**src/rtl/ser_par_conv_hs.sv**
```systemverilog
// Serial-to-parallel converter with a valid/ready holding register on the
// output. Collects WIDTH qualified serial bits into a word, presents it on
// data_out, and flags words that complete while the previous one is still
// waiting to be accepted.
module ser_par_conv_hs #(
  parameter int WIDTH     = 32,
  parameter bit MSB_FIRST = 1'b0
) (
  input  logic             clk,
  input  logic             rst,
  input  logic             data_in,
  input  logic             en,
  input  logic             clr,
  input  logic             ready_in,
  output logic [WIDTH-1:0] data_out,
  output logic             valid_out,
  output logic             busy,
  output logic             overrun
);

  localparam int            CW   = $clog2(WIDTH);
  localparam logic [CW-1:0] LAST = CW'(WIDTH - 1);

  typedef enum logic {
    S_IDLE,
    S_SHIFT
  } state_t;

  state_t           state_q, state_d;
  logic [CW-1:0]    cnt_q, cnt_d;
  logic [WIDTH-1:0] sreg_q, sreg_d;
  logic [WIDTH-1:0] data_q, data_d;
  logic             valid_q, valid_d;
  logic             ovr_q, ovr_d;

  logic [WIDTH-1:0] shifted;
  logic             complete;

  // Shift register value after absorbing the current data_in bit.
  generate
    if (MSB_FIRST) begin : g_msb_first
      always_comb shifted = {sreg_q[WIDTH-2:0], data_in};
    end else begin : g_lsb_first
      always_comb shifted = {data_in, sreg_q[WIDTH-1:1]};
    end
  endgenerate

  // Next-state logic: bit counting, shifting and word completion; clr wins over en.
  always_comb begin
    state_d  = state_q;
    cnt_d    = cnt_q;
    sreg_d   = sreg_q;
    complete = 1'b0;
    if (clr) begin
      state_d = S_IDLE;
      cnt_d   = '0;
      sreg_d  = '0;
    end else if (en) begin
      sreg_d = shifted;
      unique case (state_q)
        S_IDLE: begin
          cnt_d   = CW'(1);
          state_d = S_SHIFT;
        end
        S_SHIFT: begin
          if (cnt_q == LAST) begin
            cnt_d    = '0;
            state_d  = S_IDLE;
            complete = 1'b1;
          end else begin
            cnt_d = cnt_q + CW'(1);
          end
        end
        default: begin
          cnt_d   = '0;
          state_d = S_IDLE;
        end
      endcase
    end
  end

  // Output holding register: transfer on valid&&ready, load or drop a completed word.
  always_comb begin
    data_d  = data_q;
    valid_d = valid_q;
    ovr_d   = ovr_q;
    if (valid_q && ready_in) begin
      valid_d = 1'b0;
    end
    // A completion on the same edge as a transfer re-asserts valid with the new word.
    if (complete) begin
      if (!valid_q || ready_in) begin
        data_d  = shifted;
        valid_d = 1'b1;
      end else begin
        ovr_d = 1'b1;
      end
    end
    if (clr) begin
      ovr_d = 1'b0;
    end
  end

  // State and datapath registers with asynchronous reset.
  always_ff @(posedge clk or posedge rst) begin
    if (rst) begin
      state_q <= S_IDLE;
      cnt_q   <= '0;
      sreg_q  <= '0;
      data_q  <= '0;
      valid_q <= 1'b0;
      ovr_q   <= 1'b0;
    end else begin
      state_q <= state_d;
      cnt_q   <= cnt_d;
      sreg_q  <= sreg_d;
      data_q  <= data_d;
      valid_q <= valid_d;
      ovr_q   <= ovr_d;
    end
  end

  assign data_out  = data_q;
  assign valid_out = valid_q;
  assign overrun   = ovr_q;
  assign busy      = (state_q == S_SHIFT);

endmodule

```
**config.mk**
```make
export PLATFORM = sky130hd
export DESIGN_NAME = ser_par_conv_hs
export DESIGN_NICKNAME = d
export VERILOG_FILES = /design/src/rtl/ser_par_conv_hs.sv
export SDC_FILE = /design/constraint.sdc
export NUM_CORES = 1
export LEC_CHECK = 0
export ABC_CLOCK_PERIOD_IN_PS = 2660
export CAP_MARGIN = 30
export CORE_MARGIN = 10
export CORE_UTILIZATION = 50
export DETAILED_ROUTE_END_ITERATION = 16
export PLACE_DENSITY = 0.84
export SLEW_MARGIN = 20
export SYNTH_ARGS = -nofsm -noshare
export SYNTH_HDL_FRONTEND = slang
export SYNTH_SLANG_ARGS = --single-unit
```
**constraint.sdc**
```tcl
create_clock -name clk -period 2.66 [get_ports clk]
set_input_delay 0.266 -clock clk [delete_from_list [all_inputs] [get_ports clk]]
set_output_delay 0.266 -clock clk [all_outputs]
set_load 0.02 [all_outputs]
```
### Word-level counts from Yosys, hierarchy flattened

Index checks and enable logic that the tools add are counted.

| word-level totals | value |
|---|---|
| register bits after elaboration | 72 |
| input bits | 6 |
| output and inout bits | 35 |
| logic and storage cells | 37 |

| cells by class | value |
|---|---|
| add/sub/neg operators | 1 |
| equality and inequality tests | 2 |
| muxes and demuxes | 20 |
| bitwise operators | 1 |
| reduce and logical (&&, ||, !) cells | 7 |

Operators by type and width:

| operator | number |
|---|---|
| $mux W32 | 2 |
| $mux W5 | 3 |
| $mux W1 | 13 |
| $pmux W5 S2 | 1 |
| $add A5 B1 Y5 const B | 1 |
| $eq A5 B5 Y1 const B | 1 |
| $reduce_and A2 Y1 | 2 |
| $reduce_bool A2 Y1 | 2 |
| $ne A2 B2 Y1 const B | 1 |
| $pmux W1 S2 | 1 |
| $logic_and A1 B1 Y1 | 1 |
| $logic_not A1 Y1 | 1 |
| $logic_or A1 B1 Y1 | 1 |
| $not A1 Y1 | 1 |

### Logic depth before layout (Yosys ltp)

Gate-level depths: netlist of the first run.

| depth | value |
|---|---|
| depth in word-level cells | 7 |
| depth in mapped cells | 7 |
| depth with buffers taken out | 6 |

### Worst setup path after synthesis of the first run

Ideal clock, no wire load.

| timing path | value |
|---|---|
| path kind | register -> register |
| from | register cnt_q[0] |
| to | register data_q[10] (netlist: data_out[10]) |
| data arrival time | 1.740 ns |
| path slack | 0.796 ns |
| stages on the path, launching flop included | 8 |
| buffers on the path | 1 |
| clock period less this slack | 1.864 ns |
| cells stage by stage | dfrtp_1 ha_1 and3_1 ha_1 nand3_2 nor3_4 buf_6 mux2_2 |

| between the ends | value |
|---|---|
| cells in the longest elaborated chain, start to end | 6 |

RTL lines:

| element | line | RTL |
|---|---|---|
| from (decl) | 30 | `logic [CW-1:0] cnt_q, cnt_d;` |
| from (signal assigned) | 115 | `cnt_q <= cnt_d;` |
| $eq A5 B5 Y1 | 66 | `if (cnt_q == LAST) begin` |
| $mux W1 | 66 |  |
| $mux W1 | 60 | `unique case (state_q)` |
| $mux W1 | 58 | `end else if (en) begin` |
| $mux W1 | 54 | `if (clr) begin` |
| $reduce_and A2 Y1 (no source line) | -- |  |
| to (signal assigned) | 117 | `data_q <= data_d;` |
| to (decl) | 32 | `logic [WIDTH-1:0] data_q, data_d;` |

No other way between the ends.
A chain may end at the register's enable or synchronous reset.

### Worst setup path in the final report of the first run

| timing path | value |
|---|---|
| from | register cnt_q[0] |
| to | register data_q[7] (netlist: data_out[7]) |

The elaborated chain is that of the path after synthesis.

==> results.md, run 1 <==
* Final WS setup at 0.4416 ns
* First-pass GRT wire length at 9.170 mm
* Synth area leader: dfrtp_1
* Logic pwr share at 3.8%
* Worst Path Class, Setup: flop to flop
* Hold Vio Cnt, Final at 0
* Top FF cell, synth: dfrtp_1
* Crit-path slowest cell: dfrtp_1
* Number of DRC markers in iteration 0 at 122
* Nets at 263
* Placed cells at 315
* Drt pass-1 iters at 4
* Routed Antenna Nets at 0
* Crit path top cell by count: ha_1
* Int Pwr at 0.001635 W
* Post-layout power at 0.002087 W
* Period utilization at 83.40%
* Top-area cell type share of the netlist area at 61.77%
* CTS buffer count at 9
* Critical Path Start: cnt_q[0]
* Sequential share of power at 52.2%
* Post-CTS setup buffers at 0
* Pwr dens at 587.9 nW/um^2
* Fin crit period at 2.218 ns
* Slew Viols, Final at 0
* Placer congestion estimate at 0.7196
* Layout cell share with drive strength beyond 1 at 21.24%
* Register area share after synthesis at 61.77%
* DR WL met3 at 333 um
* DRC at 0
* CP peak stage delay at 0.40 ns
* FFs w/ async S/R, synth at 100.0%
* Slack of the worst reg-to-reg path at 0.44 ns
* TNS Setup at 0 ns
* Clk pwr share at 44.0%
* Synth Instances at 211
* Full die area at 9187 sq um
* Hold WC Path Type: input pin to flop
* Root Buffer: clkbuf_8
* Total grt overflow at 0
* Die width at 95.85 um
* Worst hold stages at 3
* Drt via density at 5.320
* Die Ht at 95.85 um
* Sw Ratio at 21.67%
* Synth Cell Area at 2877 sq um
* Maximum vdd drop at 352.3 uV
* Core ar. at 5540 sq um
* Max Buffers Root-to-Sink at 2
* Ant diodes at 0
* Hold-fix buffers at CTS at 0
* Crit-path cells: ha_1, and3_1, ha_1, nand3_2, nor3_4, buf_12, mux2_2
* RSZ-0062 raised after global routing: false
* Clock slew at reported path FFs at 0.07 ns
* Status: complete, no violations
* Commonest non-fill, non-tap cell in the layout: dfrtp_1
* Leak Pwr at 1.741 nW
* CTS tree: built
* Vias in the first global route at 1888
* CP delay by family, top: simple AND/OR/NAND/NOR gates
* Critical R2R Capture: data_out[7]
* Least-Margin Pin Slew at 0.6957 ns
* Max cap viols at 0
* Layout Cells excl Fill at 331
* Dpl ws at 0.4284 ns
* Top cells by area, synth: dfrtp_1 (62%), mux2_2 (11%), mux2i_1 (11%)
* Layout area overhead at 23.40%
* Htree depth at 3
* Starting density of the core at 51.92%
* Max_slew headroom at 53.55%
* Count of final setup violators at 0
* DR top layer: met4
* Distinct cells, synth at 29
* Post-Syn Nets at 220
* Sw Pwr at 0.0004521 W
* CTS resizes at 0
* Total number of vias at 1761
* Total Wirelength at 5.358 mm
* Most frequent cells in the layout: dfrtp_1 (71), clkdlybuf4s50_1 (39), nor2_1 (34)
* Startpoint type of the worst setup path: flop
* Maximum clock frequency at 450.8 MHz
* Worst Path Required at 2.88 ns
* WP depth at 7
* WHS at 0.2610 ns
* Worst Setup EP: data_out[7]
* Clk_lat worst skew at 0.34 ns
* Post-DP HPWL at 3.511 mm
* # IOs at 41
* WP data arrival at 2.44 ns
* PortBufs at 40
* CP Capture Type: flop
* CP max FO at 26
* Synthesized area per cell at 13.63 sq um
* Fin Clk Skew at 0.007310 ns
* Row Count at 27
* Largest net degree at the start of global routing at 40
* Post-synthesis register bit count at 71
* Worst r2r src: cnt_q[0]
* Initial antenna violation count at 0
* GRT Util Overall at 12.68%
* Metal2 WL at 2.636 mm
* Synth warnings at 0
* Routed len/inst at 16.19 um
* Post-synth EDFFs at 0
* Fillers at 426
* Clk sinks at 71
* R2R depth at 7
* Post-Route M1 WL at 2.322 mm
* CP bufs+invs at 1
-- area by class of cell --
cell class,instances,area (sq um),share of cell area (%)
sequential,71,1777,50.05
multi-input combinational,125,1005,28.30
clock buffer,10,127.6,3.595
inverter,2,7.507,0.2115
clock inverter,6,85.08,2.397
tap,72,90.09,2.538
timing repair buffer,45,457.9,12.90
-- power groups by stage --
stage / clock, W / combinational, W / sequential, W
2_1_floorplan: 0 / 0.0000568 / 0.00111
3_3_place_gp: 0 / 0.0000796 / 0.00111
3_5_place_dp: 0 / 0.0000805 / 0.00111
4_1_cts: 0.000943 / 0.0000811 / 0.00109
5_1_grt: 0.000989 / 0.0000879 / 0.00109
6_report: 0.000919 / 0.0000789 / 0.00109
-- per-stage QoR --
step	cell area, sq um	utilization (%)
finish	3550	64.07
global route	3550	64.07
CTS	3550	64.07
detailed placement	3337	60.23
global placement	3337	60.23
floorplan	2877	-
-- sequential cells by signal, indices dropped and copies added, names as in the netlist --
| name | count |
|---|---|
| data_out | 32 |
| sreg_q | 31 |
| cnt_q | 5 |
| busy | 1 |
| overrun | 1 |
| valid_out | 1 |
-- kinds of logic (layout without fill, tap and decap cells) --
| family | Yosys count | after routing | share of synthesized area (%) |
|---|---|---|---|
| AO/OA/AOI/OAI | 11 | 11 | 2.306 |
| AND/OR/NAND/NOR | 48 | 48 | 8.004 |
| flip-flops | 71 | 71 | 61.77 |
| buffers and inverters | 15 | 63 | 3.306 |
| multiplexers | 63 | 63 | 23.31 |
| adder cells (fa/ha/maj) | 3 | 3 | 1.305 |
-- worst min-delay path by stage --
stage | startpoint | end | slack (ns)
6_report | en | valid_out | 0.26
5_1_grt | en | valid_out | 0.26
4_1_cts | en | valid_out | 0.24
3_5_place_dp | data_out[24] | data_out[24] | 0.48
3_3_place_gp | data_out[24] | data_out[24] | 0.47
2_1_floorplan | data_in | data_out[31] | 0.42
-- synthesized netlist by cell type (all sizes together) (2+ instances only) --
cell / number
nand3: 4
buf: 11
inv: 2
a21oi: 4
mux2: 32
dfrtp: 71
mux2i: 31
nand2: 2
nor2: 34
ha: 3
o21ai: 3
clkbuf: 2
-- routing by layer --
layer  track usage, %  up-vias
met5                0        -
met4            4.791        0
met3            5.136        8
met2            20.03       36
met1            15.27      900
li1                 -      817
-- worst reg2reg max path, delay by kind of cell, from the launching register on --
family,cells,cell delay (ns)
buf+inv,1,0.25
fa+ha+maj,2,0.41
mux,1,0.36
flops,1,0.40
simple gates,3,0.67
No activity file was read; power rests on OpenSTA's default activity.
==> run 2: changes to the inputs <==
ABC_CLOCK_PERIOD_IN_PS = 2200   (was 2660)
clock period = 2.2 ns   (was 2.66 ns; I/O delays follow)
==> results.md, run 2 (synthesized netlist as in run 1, its figures left out) <==
* Slack of the worst reg-to-reg path at 0.13 ns
* Root Buffer: clkbuf_8
* Critical R2R Capture: data_out[9]
* Commonest non-fill, non-tap cell in the layout: dfrtp_1
* Maximum clock frequency at 483.4 MHz
* Total grt overflow at 0
* Sw Ratio at 20.33%
* Startpoint type of the worst setup path: flop
* Crit-path cells: ha_1, and3_1, ha_1, nand3_2, nor3_4, buf_12, mux2_2
* Layout area overhead at 24.14%
* Status: complete, no violations
* Dpl ws at 0.1473 ns
* TNS Setup at 0 ns
* Starting density of the core at 51.92%
* WP data arrival at 2.29 ns
* Top Usage Layer GRT: met2
* Post-CTS setup buffers at 0
* Die Ht at 95.85 um
* Multi-input combinational cell area at 1005 sq um
* Post-DP Area at 3352 sq um
* RSZ-0062 raised after global routing: false
* Vias in the first global route at 1798
* Layout Cells excl Fill at 331
* M1 GR Usage at 14.85%
* Hold-fix buffers at CTS at 0
* Count of final setup violators at 0
* Core ar. at 5540 sq um
* CP Capture Type: flop
* Maximum vdd drop at 494.5 uV
* Worst Path Required at 2.42 ns
* Fillers at 414
* Max cap viols at 0
* Post-DP HPWL at 3.469 mm
* Max Buffers Root-to-Sink at 2
* # IOs at 41
* Largest net degree at the start of global routing at 40
* Clk_lat worst skew at 0.34 ns
* R2R depth at 7
* CTS tree: built
* Number of DRC markers in iteration 0 at 105
* Crit path top cell by count: ha_1
* Worst Path Class, Setup: flop to flop
* Most frequent cells in the layout: dfrtp_1 (71), clkdlybuf4s50_1 (39), nor2_1 (34)
* Drt via density at 5.221
* Total number of vias at 1728
* Full die area at 9187 sq um
* Max FFs per register at 32
* Drt pass-1 iters at 4
* Leak Pwr at 1.756 nW
* Least-Margin Pin Slew at 0.5386 ns
* CTS buffer count at 9
* Initial antenna violation count at 0
* Fin Clk Skew at 0.009298 ns
* Sw Pwr at 0.0005184 W
* Htree depth at 3
* CP max FO at 26
* DRC at 0
* Clk pwr share at 44.6%
* Fin crit period at 2.069 ns
* Routed Antenna Nets at 0
* CTS resizes at 0
* Die width at 95.85 um
* Max_slew headroom at 64.04%
* Logic pwr share at 3.8%
* Ant diodes at 0
* GRT Util Overall at 12.33%
* Final WS setup at 0.1314 ns
* CP peak stage delay at 0.39 ns
* Hold Vio Cnt, Final at 0
* Nets at 265
* Pwr dens at 714.0 nW/um^2
* PortBufs at 40
* Layout cell share with drive strength beyond 1 at 21.62%
* GRT met2 Usage at 18.68%
* Worst r2r src: cnt_q[0]
* Sequential share of power at 51.7%
* Int Pwr at 0.002031 W
* Row Count at 27
* Grt met3 use at 5.759%
* Crit-path slowest cell: dfrtp_1
* Placed cells at 317
* Register Area at 1777 sq um
* Design area at 3571 sq um
* Hold WC Path Type: input pin to asynchronous set/reset pin
* First-pass GRT wire length at 8.666 mm
* Total Wirelength at 5.218 mm
* Slew Viols, Final at 0
* Post-layout power at 0.002550 W
* Period utilization at 94.03%
* Placer congestion estimate at 0.7636
* Clk sinks at 71
* Routed len/inst at 15.76 um
* Clock slew at reported path FFs at 0.07 ns
## run 2: cell types whose count changed in the layout (fill, tap and decap cells not counted)
cell | previous run | this run
clkbuf_8 | 9 | 11
buf_4 | 3 | 5
clkinv_2 | 2 | 0
clkbuf_1 | 1 | 0
clkinvlp_4 | 2 | 1
## run 2: routing by layer
| layer | routed length [um] | vias to the layer above | part of all wire, % |
|---|---|---|---|
| met1 | 2300 | 862 | 44 |
| met4 | 65 | 0 | 1.2 |
| met3 | 367 | 7 | 7.0 |
| met5 | 0 | - | 0 |
| met2 | 2484 | 41 | 48 |
| li1 | - | 818 | - |
## run 2: how the worst max path moves through the flow
stage,startpoint,to,slack (ns)
CTS,cnt_q[0],data_out[9],0.13
global placement,cnt_q[0],data_out[18],0.27
global route,cnt_q[0],data_out[9],0.02
finish,cnt_q[0],data_out[9],0.13
floorplan,rst,busy,0.18
detailed placement,cnt_q[0],data_out[9],0.15
## run 2: worst max-delay path, delay by kind of cell, from the launching register on
family | cells | cell delay [ns]
buffers and inverters | 1 | 0.21
AND/OR/NAND/NOR | 3 | 0.54
flip-flops | 1 | 0.39
multiplexers | 1 | 0.37
adder cells (fa/ha/maj) | 2 | 0.44
## run 2: power by group through the flow
stage,registers (W),clock network (W),logic [W]
2_1_floorplan,0.00134,0,0.0000686
3_3_place_gp,0.00134,0,0.0000969
3_5_place_dp,0.00134,0,0.0000986
4_1_cts,0.00132,0.00116,0.0000986
5_1_grt,0.00132,0.00123,0.000107
6_report,0.00132,0.00114,0.0000961
## run 2: area by class of cell
| class | instances | share of cell area, % |
|---|---|---|
| Clock buffer | 11 | 4.240 |
| Sequential cell | 71 | 49.75 |
| Timing Repair Buffer | 47 | 13.24 |
| Clock inverter | 3 | 1.892 |
| Multi-Input combinational cell | 125 | 28.14 |
| Tap cell | 72 | 2.523 |
| Inverter | 2 | 0.2102 |
## run 2: stage by stage
step | util [%] | hold WS [ns]
final | 64.45 | 0.2401
after global placement | 60.50 | 0.4721
after global routing | 64.45 | 0.2861
after detailed placement | 60.50 | 0.4777
after CTS | 64.45 | 0.2466
after floorplan | - | 0.3717
==> run 3: changes to the inputs <==
CORE_MARGIN = 4   (was 10)
PLACE_DENSITY = 0.72   (was 0.84)
==> results.md, run 3 (synthesized netlist as in run 1, its figures left out) <==
* Top Usage Layer GRT: met2
* CTS buffer count at 9
* # IOs at 41
* Clk_lat worst skew at 0.33 ns
* Clk sinks at 71
* Post-CTS setup buffers at 0
* Initial antenna violation count at 0
* Maximum vdd drop at 460.4 uV
* Period utilization at 92.43%
* Total grt overflow at 0
* Fin crit period at 2.033 ns
* Leak Pwr at 1.745 nW
* Multi-input combinational cell area at 1005 sq um
* M1 GR Usage at 21.62%
* First-pass GRT wire length at 8.625 mm
* Total number of vias at 1727
* Crit path top cell by count: ha_1
* GRT met2 Usage at 22.49%
* Drt via density at 5.218
* Maximum clock frequency at 491.8 MHz
* Placed cells at 315
* Row Count at 27
* Core ar. at 5540 sq um
* Dpl ws at 0.1484 ns
* Largest net degree at the start of global routing at 72
* Count of final setup violators at 0
* CP delay by family, top: simple AND/OR/NAND/NOR gates
* Post-layout power at 0.002463 W
* Startpoint type of the worst setup path: flop
* Crit-path cells: ha_1, and3_1, ha_1, nand3_2, nor3_4, buf_4, mux2_2
* Max FFs per register at 32
* Hold Vio Cnt, Final at 0
* Die Ht at 83.85 um
* Starting density of the core at 51.92%
* Status: complete, no violations
* Total Wirelength at 4.815 mm
* CP bufs+invs at 1
* Max cap viols at 0
* Ant diodes at 0
* Fillers at 454
* GRT Util Overall at 15.50%
* Die width at 83.85 um
* Least-Margin Pin Slew at 0.5625 ns
* Register Area at 1777 sq um
* Vias in the first global route at 1809
* Layout area overhead at 23.01%
* Hold WC Path Type: input pin to flop
* Layout Cells excl Fill at 331
* CTS resizes at 0
* Most frequent cells in the layout: dfrtp_1 (71), clkdlybuf4s50_1 (39), nor2_1 (34)
* WHS at 0.2420 ns
* Layout cell share with drive strength beyond 1 at 21.62%
* WP data arrival at 2.25 ns
* Placer congestion estimate at 0.7766
* Drt pass-1 iters at 4
* Number of DRC markers in iteration 0 at 104
* Post-DP HPWL at 2.983 mm
* Htree depth at 3
* Slew Viols, Final at 0
* PortBufs at 40
* Worst Path Required at 2.42 ns
* CP Capture Type: flop
* Nets at 263
* Grt met3 use at 4.738%
* Max_slew headroom at 62.50%
* Fin Clk Skew at 0.006426 ns
* DRC at 0
* CTS tree: built
* Worst Path Class, Setup: flop to flop
* Final WS setup at 0.1665 ns
* Root Buffer: clkbuf_8
* Clock slew at reported path FFs at 0.07 ns
* Full die area at 7031 sq um
* Hold-fix buffers at CTS at 0
* RSZ-0062 raised after global routing: false
* CP max FO at 20
* Routed Antenna Nets at 0
* Pwr dens at 696.0 nW/um^2
* Crit-path slowest cell: dfrtp_1
* Commonest non-fill, non-tap cell in the layout: dfrtp_1
* CP peak stage delay at 0.39 ns
* Routed len/inst at 14.55 um
* TNS Setup at 0 ns
* Max Buffers Root-to-Sink at 2
## run 3: changes by cell type in the layout (fill, tap and decap cells not counted), sizes merged
cell,previous run,this run
clkbuf,11,15
buf,8,6
bufinv,2,0
## run 3: worst register-to-register path: cells and delay by family, from the launching register on
family	cells	cell delay, ns
flip-flops	1	0.39
AND/OR/NAND/NOR	3	0.45
adder cells (fa/ha/maj)	2	0.39
multiplexers	1	0.37
buffers and inverters	1	0.31
## run 3: cell type report
| cell class | count | area share [%] |
|---|---|---|
| flip-flops and latches | 71 | 50.21 |
| multi-input cells | 125 | 28.39 |
| repair buffers | 45 | 12.59 |
| clock buffers | 15 | 5.835 |
| well taps | 72 | 2.546 |
| clock inverters | 1 | 0.2122 |
| inverters | 2 | 0.2122 |
## run 3: per-stage QoR
step / area [sq um] / utilization (%)
4_1_cts: 3538 / 63.87
6_report: 3538 / 63.87
3_5_place_dp: 3324 / 60.00
3_3_place_gp: 3324 / 60.00
2_1_floorplan: 2877 / -
5_1_grt: 3538 / 63.87
## run 3: path summary, 6_finish.rpt
| path | start | end | slack, ns | cells after the start |
|---|---|---|---|---|
| worst min-delay path | en | valid_out | 0.24 | 3 |
| max in group asynchronous | rst | cnt_q[2] | 1.63 | 3 |
| worst max register to register | cnt_q[0] | data_out[27] | 0.17 | 7 |
| worst min register to register | data_out[24] | data_out[24] | 0.48 | 1 |
| min in group asynchronous | rst | data_out[30] | 0.27 | 3 |
| worst max-delay path | cnt_q[0] | data_out[27] | 0.17 | 7 |
## run 3: metal layers
layer	part of all wire, %	vias to the layer above	routed length (um)
li1	-	816	-
met1	49	872	2372
met2	45	31	2163
met3	3.7	8	177
met4	2.1	0	102
met5	0	-	0
## run 3: power by group
| part | switching (W) | internal (W) |
|---|---|---|
| Clock | 0.000457 | 0.000595 |
| Combinational | 0.0000618 | 0.0000315 |
| Sequential | 0.00000689 | 0.00131 |
